--- config.mk ---
export PLATFORM = sky130hd
export DESIGN_NAME = fetch_unit_flat
export DESIGN_NICKNAME = d
export VERILOG_FILES = /design/src/rtl/cpu_pkg.sv /design/src/rtl/fetch_unit_if.sv /design/src/rtl/next_pc_sel.sv /design/src/rtl/fetch_unit.sv /design/src/flat_wrapper.sv
export SDC_FILE = /design/constraint.sdc
export NUM_CORES = 1
export LEC_CHECK = 0
export ABC_AREA = 1
export CORE_ASPECT_RATIO = 0.5
export CORE_MARGIN = 4
export CORE_UTILIZATION = 44
export DETAILED_ROUTE_END_ITERATION = 10
export GPL_ROUTABILITY_DRIVEN = 0
export PLACE_DENSITY_LB_ADDON = 0.3
export SYNTH_ARGS = -nofsm -noshare
export SYNTH_HDL_FRONTEND = slang
export SYNTH_HIERARCHICAL = 1
export SYNTH_SLANG_ARGS = --single-unit
--- constraint.sdc ---
create_clock -name clk -period 2.9 [get_ports clk]
set_input_delay 0.29 -clock clk [delete_from_list [all_inputs] [get_ports clk]]
set_output_delay 0.29 -clock clk [all_outputs]
set_load 0.02 [all_outputs]
--- src/rtl/cpu_pkg.sv ---
// cpu_pkg: types and constants shared by the fetch unit and its sub-modules.
//   JUMP_*           : encodings of the decoder's 2-bit jump field
//   fetch_state_t    : fetch sequencer states
//   RESET_PC_DEFAULT : default reset program counter
package cpu_pkg;

    localparam logic [1:0] JUMP_SEQ = 2'b00;  // sequential or conditional branch
    localparam logic [1:0] JUMP_REG = 2'b01;  // JR
    localparam logic [1:0] JUMP_IMM = 2'b10;  // J / JAL

    localparam logic [31:0] RESET_PC_DEFAULT = 32'h0000_0000;

    typedef enum logic {
        FETCH,
        EXEC
    } fetch_state_t;

endpackage

--- src/rtl/fetch_unit_if.sv ---
// fetch_unit_if: instruction-memory read port.
//   req   : read request (fetch side drives)
//   addr  : read address (fetch side drives)
//   ack   : read data valid this cycle (memory drives)
//   rdata : instruction word (memory drives)
interface fetch_unit_if;

    logic        req;
    logic [31:0] addr;
    logic        ack;
    logic [31:0] rdata;

    modport master (
        output req,
        output addr,
        input  ack,
        input  rdata
    );

    modport slave (
        input  req,
        input  addr,
        output ack,
        output rdata
    );

endinterface

--- src/rtl/next_pc_sel.sv ---
// next_pc_sel: combinational next-PC selection.
//   pc_plus4  in  32 : address of the current instruction plus 4
//   instr     in  32 : current instruction word (jump index / branch offset)
//   jump      in   2 : decoder jump field
//   branch    in   1 : decoder branch flag
//   zero      in   1 : ALU zero flag
//   jr_target in  32 : rs register value for JR
//   next_pc   out 32 : selected next program counter
module next_pc_sel
    import cpu_pkg::*;
(
    input  logic [31:0] pc_plus4,
    input  logic [31:0] instr,
    input  logic [1:0]  jump,
    input  logic        branch,
    input  logic        zero,
    input  logic [31:0] jr_target,
    output logic [31:0] next_pc
);

    logic [31:0] branch_off;
    logic [31:0] branch_target;
    logic [31:0] jump_target;
    logic [31:0] jr_aligned;

    // Sign-extended word offset, scaled to bytes.
    assign branch_off    = {{14{instr[15]}}, instr[15:0], 2'b00};
    assign branch_target = pc_plus4 + branch_off;
    assign jump_target   = {pc_plus4[31:28], instr[25:0], 2'b00};
    // Misaligned register targets are forced onto a word boundary.
    assign jr_aligned    = {jr_target[31:2], 2'b00};

    // Opcode bits and JR low bits play no part in target selection.
    logic unused_bits;
    assign unused_bits = ^{instr[31:26], jr_target[1:0]};

    always_comb begin
        next_pc = pc_plus4;
        unique case (jump)
            JUMP_IMM: next_pc = jump_target;
            JUMP_REG: next_pc = jr_aligned;
            JUMP_SEQ: if (branch && zero) next_pc = branch_target;
            default:  next_pc = pc_plus4;
        endcase
    end

endmodule

--- src/rtl/fetch_unit.sv ---
// fetch_unit: two-state instruction fetch and PC sequencer.
//   clk         in   1 : clock, rising edge
//   reset       in   1 : synchronous active-high reset
//   imem        if     : instruction-memory port (master side)
//   instr       out 32 : registered instruction, stable while in EXEC
//   instr_valid out  1 : high while in EXEC
//   commit      out  1 : instr_valid & ~stall; gates architectural writes
//   pc          out 32 : address of the current instruction
//   pc_plus4    out 32 : pc + 4, JAL link value
//   branch      in   1 : decoder branch flag
//   zero        in   1 : ALU zero flag
//   jump        in   2 : decoder jump field
//   jr_target   in  32 : rs register value
//   stall       in   1 : downstream busy, holds EXEC
module fetch_unit
    import cpu_pkg::*;
#(
    parameter logic [31:0] RESET_PC = RESET_PC_DEFAULT
) (
    input  logic               clk,
    input  logic               reset,
    fetch_unit_if.master       imem,
    output logic [31:0]        instr,
    output logic               instr_valid,
    output logic               commit,
    output logic [31:0]        pc,
    output logic [31:0]        pc_plus4,
    input  logic               branch,
    input  logic               zero,
    input  logic [1:0]         jump,
    input  logic [31:0]        jr_target,
    input  logic               stall
);

    fetch_state_t state_q, state_d;
    logic [31:0]  pc_q;
    logic [31:0]  instr_q;
    logic [31:0]  next_pc;
    logic         instr_en;
    logic         pc_en;
    logic         req_dec;
    logic         valid_dec;

    always_ff @(posedge clk) begin
        if (reset) begin
            state_q <= FETCH;
            pc_q    <= RESET_PC;
            instr_q <= '0;
        end else begin
            state_q <= state_d;
            if (instr_en) instr_q <= imem.rdata;
            if (pc_en)    pc_q    <= next_pc;
        end
    end

    always_comb begin
        state_d   = state_q;
        instr_en  = 1'b0;
        pc_en     = 1'b0;
        req_dec   = 1'b0;
        valid_dec = 1'b0;
        unique case (state_q)
            FETCH: begin
                req_dec = 1'b1;
                if (imem.ack) begin
                    instr_en = 1'b1;
                    state_d  = EXEC;
                end
            end
            EXEC: begin
                valid_dec = 1'b1;
                if (!stall) begin
                    pc_en   = 1'b1;
                    state_d = FETCH;
                end
            end
            default: state_d = FETCH;
        endcase
    end

    // Reset masks the decoded outputs in the same cycle it is asserted.
    assign imem.req    = req_dec & ~reset;
    assign imem.addr   = pc_q;
    assign instr_valid = valid_dec & ~reset;
    assign commit      = instr_valid & ~stall;
    assign instr       = instr_q;
    assign pc          = pc_q;
    assign pc_plus4    = pc_q + 32'd4;

    next_pc_sel u_next_pc_sel (
        .pc_plus4  (pc_plus4),
        .instr     (instr_q),
        .jump      (jump),
        .branch    (branch),
        .zero      (zero),
        .jr_target (jr_target),
        .next_pc   (next_pc)
    );

endmodule

--- src/flat_wrapper.sv ---
// flat-port wrapper written by rule: the top's interface ports become plain ports
module fetch_unit_flat import cpu_pkg::*;
#(
    parameter logic [31:0] RESET_PC = RESET_PC_DEFAULT
)
  (clk, reset, instr, instr_valid, commit, pc, pc_plus4, branch, zero, jump, jr_target, stall, imem_req, imem_addr, imem_ack, imem_rdata);
  fetch_unit_if imem_i ();
  input  logic clk;
  input  logic reset;
  output logic [31:0] instr;
  output logic instr_valid;
  output logic commit;
  output logic [31:0] pc;
  output logic [31:0] pc_plus4;
  input  logic branch;
  input  logic zero;
  input  logic [1:0] jump;
  input  logic [31:0] jr_target;
  input  logic stall;
  output wire logic [$bits(imem_i.req)-1:0] imem_req;
  output wire logic [$bits(imem_i.addr)-1:0] imem_addr;
  input wire logic [$bits(imem_i.ack)-1:0] imem_ack;
  input wire logic [$bits(imem_i.rdata)-1:0] imem_rdata;
  assign imem_req = imem_i.req;
  assign imem_addr = imem_i.addr;
  assign imem_i.ack = imem_ack;
  assign imem_i.rdata = imem_rdata;
  fetch_unit #(.RESET_PC(RESET_PC)) u_core (.clk(clk), .reset(reset), .imem(imem_i), .instr(instr), .instr_valid(instr_valid), .commit(commit), .pc(pc), .pc_plus4(pc_plus4), .branch(branch), .zero(zero), .jump(jump), .jr_target(jr_target), .stall(stall));
endmodule
Yosys cells after proc, flatten, opt, wreduce, memory -nomap -nowiden. Index checks and enable logic that the tools add are counted.

Output and inout port bits: 131. Register bits after elaboration: 65. Bits of input ports: 72.

Mux-type cells: 10. Add/subtract/negate cells: 2. Reductions and logical operators: 2. Bitwise operators: 6. Equal/unequal tests: 2.

Operators by type and width (number): 32-bit case mux with 3 select lines (1); 32-bit by 3-bit adder with 32-bit output (second input constant) (1); 32-bit adder (1); 32-bit 2-to-1 mux (1); 1-bit 2-to-1 mux (7); 1-bit bitwise AND (3); 1-bit inverter (3); 2-bit by 1-bit equality test with 1-bit output (second input constant) (1); 2-bit equality test (second input constant) (1); 2-bit logical NOT (1); 1-bit case mux with 2 select lines (1); 1-bit logical AND (1).

Logic depth before layout (Yosys ltp).
Word-level depth: 4. Depth in mapped cells: 23. Depth with buffers taken out: 23.

Modules after synthesis. The synthesis kept the hierarchy.

Modules (own cells, without submodules): fetch_unit (area an instance 3393.3 um2, cells an instance 482, instances 1, seq. area each 1301.2 um2); next_pc_sel (area an instance 3283.1 um2, cells an instance 684, instances 1, seq. area each 0.0 um2).

Worst setup path after synthesis. No wires, ideal clock.

Path type: register to register. Start point: register u_core.pc_q[3] (netlist: u_core/imem.addr[3]). End point: register u_core.pc_q[28] (netlist: u_core/imem.addr[28]). Cell stages (with the launch flop): 22. Slack: -0.360 ns. Clock period less this slack: 3.260 ns. Data arrival time: 3.141 ns. Path buffers: 0. Data required time: 2.780 ns. Cells stage by stage: dfxtp_1 -> ha_1 -> nand2_1 -> nor2_1 -> nand2_1 -> nor2_2 -> xor2_1 -> ha_1 -> nand2_1 -> inv_1 -> nand2_1 -> nand2_1 -> a21oi_1 -> nor2_1 -> nor2_1 -> nand2_1 -> nand2_1 -> nand3_1 -> nand2_1 -> nand3_1 -> nand2_2 -> o21ai_2.

Word-level cells in the longest chain between the ends: 4.

RTL lines: start, declared (line fetch_unit.sv:36) `logic [31:0] pc_q;`; start signal, assigned (line fetch_unit.sv:52) `if (pc_en) pc_q <= next_pc;`; 32-bit by 3-bit adder with 32-bit output (line fetch_unit.sv:88) `assign pc_plus4 = pc_q + 32'd4;`; named net pc_plus4[18] (line flat_wrapper.sv:14) `output logic [31:0] pc_plus4;`; 32-bit adder (line next_pc_sel.sv:28) `assign branch_target = pc_plus4 + branch_off;`; 32-bit 2-to-1 mux (line next_pc_sel.sv:42) `JUMP_SEQ: if (branch && zero) next_pc = branch_target;`; 32-bit case mux with 3 select lines (line next_pc_sel.sv:39) `unique case (jump)`; named net u_core.next_pc[28] (line fetch_unit.sv:38) `logic [31:0] next_pc;`.

The timed path passes the listed nets, and every way through them passes these cells. A chain may end at the register's enable or synchronous reset.

Worst setup path in the final report.
Start point: register u_core.pc_q[3] (netlist: u_core/imem.addr[3]). End point: register u_core.pc_q[27] (netlist: u_core/imem.addr[27]).

Word-level cells in the longest chain between the ends: 4.

RTL lines (line): 32-bit by 3-bit adder with 32-bit output (*) (fetch_unit.sv:88); 32-bit adder (next_pc_sel.sv:28); 32-bit 2-to-1 mux (next_pc_sel.sv:42); 32-bit case mux with 3 select lines (*) (next_pc_sel.sv:39); named net u_core.next_pc[27] (fetch_unit.sv:38).

The timed path passes the listed nets; every way through them passes the cells marked *.

==> flow_metrics.py <==
metrics = {
    "logic_synthesis": {
        "synth_edf_count": 0,
        "async_flop_share": 0,
        "seq_area_frac_synth": 0.195,
        "netlist_area_um2": 6680,
        "synth_ff_type": "dfxtp_1",
        "synthTopCellsByArea": "nand2_1 (21%), dfxtp_1 (19%), nor2_1 (8.4%)",
        "yosysTopAreaCell": "nand2_1",
        "synth_cell_type_count": 41,
        "synth_top_area_share": 0.213,
        "ys_ff_latch": 65,
        "syn_nets": 1269,
        "synth_warnings": 6,
        "syn_area_per_cell_um2": 5.73,
        "syn_inst": 1166,
    },
    "critical_path": {
        "cp.arrival_ps": 3470,
        "rr_worst_depth": 21,
        "cp_num_buf_inv": 2,
        "crit_fanout": 4,
        "slowest_stage": "dfxtp_4",
        "required_ps": 3160,
        "critPathKind": "register to register",
        "path_cells": "ha_4 > nand2_4 > nor2_4 > nand2_4 > nor2_4 > buf_4 > nand2_1 > nand2_1 > nand2_2 > ha_4 > nand2_1 > inv_1 > a21oi_1 > nand2_1 > a21oi_1 > nand3_1 > nand3_1 > nand2_1 > a21oi_2 > nand2_2 > o21ai_2",
        "worst_setup_path_end_kind": "register",
        "startpoint_type": "register",
        "timing.rr.start": "u_core/imem.addr[3]$_SDFFE_PP0P_",
        "r2r_slack_ps": -310,
        "regToRegEndpoint": "u_core/imem.addr[27]$_SDFFE_PP0P_",
        "crit_top_cell": "nand2_1",
        "critPathTopFamily": "simple AND/OR/NAND/NOR gates",
        "cp_slowest_stage_delay_ps": 370,
    },
    "timing": {
        "rsz0062_at_grt": "true",
        "fmax_ghz": 0.312,
        "setup_viol": 16,
        "tightest_slew_ps": 593,
        "hold_violations": 0,
        "slew_headroom": 0.600,
        "fin_skew_ps": 8.51,
        "fin_tns_setup_ps": -1460,
        "maxSlewViolCount": 0,
        "fin_crit_sh": 1.11,
        "finalCriticalPeriod_ps": 3210,
        "fin_ws_ps": -308,
        "hold-worst-slack_ps": 486,
    },
    "run_status": {
        "violations": "negative setup slack",
        "status": "finished, violations left",
    },
    "power_and_ir_drop": {
        "power.leakage_uw": 0.00501,
        "irDropWorstVdd_mv": 0.310,
        "powerDensity_nw_per_um2": 291,
    },
    "clock_tree": {
        "cts_sinks": 65,
        "cts-root-buf": "clkbuf_16",
        "clk_pin_slew_worst_paths_ps": 60,
        "cts_buffers": 9,
        "cts_tree": "built",
        "h-tree-depth": 3,
        "cts_buffer_depth": 2,
        "hold_buffers": 0,
        "clkLatencyLatePin_ps": 340,
    },
    "run": {
        "drv_cap": 0,
    },
    "floorplan": {
        "fp.coreArea_um2": 14700,
        "pin_count": 203,
        "start_util": 0.455,
        "placementRows": 31,
        "dieArea_um2": 17300,
        "dieHeight_um": 95.1,
        "die_x_um": 182,
    },
    "final_layout": {
        "fin_util": 0.745,
        "synthToLayoutAreaGrowth_pct": 63.7,
        "layout.nets": 1557,
        "layout-drive-gt1-share": 0.286,
    },
    "route": {
        "vias_per_cell": 5.53,
        "wl_um": 31300,
        "ant_nets": 0,
        "drtIter0Drc": 1358,
        "dr.pass1.iters": 8,
        "routedWlPerCell_um": 18.9,
        "dr_total_vias": 9176,
        "drc": 0,
    },
    "global_route": {
        "grt_max_degree": 39,
        "antenna_found_initial": 1,
        "grt_pass1_wl_um": 43600,
        "grt_pass1_vias": 8199,
        "grt.total_usage": 0.323,
        "grt_overflow_total": 0,
    },
    "place": {
        "pre_cts_ws_ps": -204,
        "hpwl_um": 23000,
        "portBuffers": 200,
    },
    "hold_path": {
        "hp-class": "register to register",
        "hold_depth": 2,
        "hold_start": "u_core/instr[31]$_SDFFE_PP0P_",
        "hold-path-endpoint": "u_core/instr[31]$_SDFFE_PP0P_",
    },
}
==> synth_stat cells, drive strengths merged, types with 4 or more instances <==
cell and n:
nand4 23, nor2 162, inv 154, or2 4
nand2 423, dfxtp 65, xor2 26, o21ai 81
a21oi 23, and2 4, clkbuf 19, buf 48
nand3 76, ha 30, a221oi 5, o21bai 9
==> per-stage QoR <==
step | cells | total power [uW] | area (um2)
after floorplan | 1166 | 1500 | 6790
after global placement | 1631 | 1950 | 9600
after detailed placement | 1631 | 1970 | 9600
after CTS | 1652 | 3080 | 10300
after global routing | 1658 | 3290 | 10900
final | 1658 | 3180 | 10900
==> registers in the layout (all words and copies together), names as in the netlist <==
register          flops
u_core/imem.addr     32
u_core/instr         32
u_core/state_q        1
==> cells in the final DEF, fill, tap and decap left out, types with 4 or more instances in the layout <==
cell	instances
a21oi_1	13
nor2_2	21
nand2_4	17
nand3_1	59
clkdlybuf4s50_1	199
dfxtp_1	56
a221oi_1	5
o21ai_2	16
ha_4	26
nand3_2	16
inv_6	4
inv_1	140
xor2_4	7
buf_4	140
and2_1	4
dfxtp_2	5
nand2_1	314
o21ai_0	64
xor2_1	14
dfxtp_4	4
nor2_1	123
nand4_1	23
clkbuf_16	9
nor2_4	18
nand2_2	92
ha_1	4
inv_2	13
o21bai_1	9
xor2_2	5
a21oi_2	8
==> worst max-delay path by stage <==
stage                                     start                                end  slack, ps  depth (start not counted)
6_report       u_core/imem.addr[3]$_SDFFE_PP0P_  u_core/imem.addr[27]$_SDFFE_PP0P_       -310                         21
5_1_grt        u_core/imem.addr[3]$_SDFFE_PP0P_  u_core/imem.addr[27]$_SDFFE_PP0P_       -350                         23
4_1_cts        u_core/imem.addr[2]$_SDFFE_PP0P_  u_core/imem.addr[21]$_SDFFE_PP0P_        0.3                         19
3_5_place_dp   u_core/imem.addr[2]$_SDFFE_PP0P_  u_core/imem.addr[21]$_SDFFE_PP0P_       -200                         20
3_3_place_gp   u_core/imem.addr[2]$_SDFFE_PP0P_  u_core/imem.addr[29]$_SDFFE_PP0P_       -110                         22
2_1_floorplan  u_core/imem.addr[3]$_SDFFE_PP0P_  u_core/imem.addr[31]$_SDFFE_PP0P_          7                         23
==> kinds of logic (layout without fill, tap and decap cells) <==
family          count (synthesis)  in the layout  synth area share
buf+inv                       223            516             0.156
flops                          65             65             0.195
compound gates                125            125             0.112
simple gates                  695            695             0.442
fa+ha+maj                      31             31            0.0592
xor+xnor                       27             27            0.0354
other cells                     0              1                 0
==> routing by layer <==
layer,vias to the layer above,track usage,part of all wire
met3,113,0.123,0.15
met1,4218,0.434,0.40
met4,0,0.0643,0.033
li1,4197,-,-
met2,648,0.499,0.42
met5,-,0,0
==> area by class of cell <==
class	count	area [um2]
clock inverter	6	48.8
tap	198	248
clock buffer	10	239
multi-input combinational	878	5360
fill	1070	3730
antenna	1	2.50
timing repair buffer	344	3110
inverter	156	593
sequential	65	1320
==> where the power goes <==
group / switching [uW] / internal [uW] / total [uW]
registers: 69.1 / 942 / 1010
clock network: 456 / 611 / 1070
logic: 611 / 494 / 1100
==> worst register-to-register path, stage by stage, from the launching register on <==
cell and delay, ps:
dfxtp_4 370, ha_4 150, nand2_4 50, nor2_4 170
nand2_4 120, nor2_4 160, buf_4 130, nand2_1 50
nand2_1 80, nand2_2 130, ha_4 290, nand2_1 120
inv_1 100, a21oi_1 250, nand2_1 130, a21oi_1 160
nand3_1 90, nand3_1 150, nand2_1 100, a21oi_2 160
nand2_2 80, o21ai_2 90
==> repair_timing <==
item,4_1_cts,5_1_grt
gates resized for setup,71,139
pin swaps,22,55
setup buffers,5,5
setup endpoints to repair,20,28
Note: power is estimated with default switching activity, not from simulation.
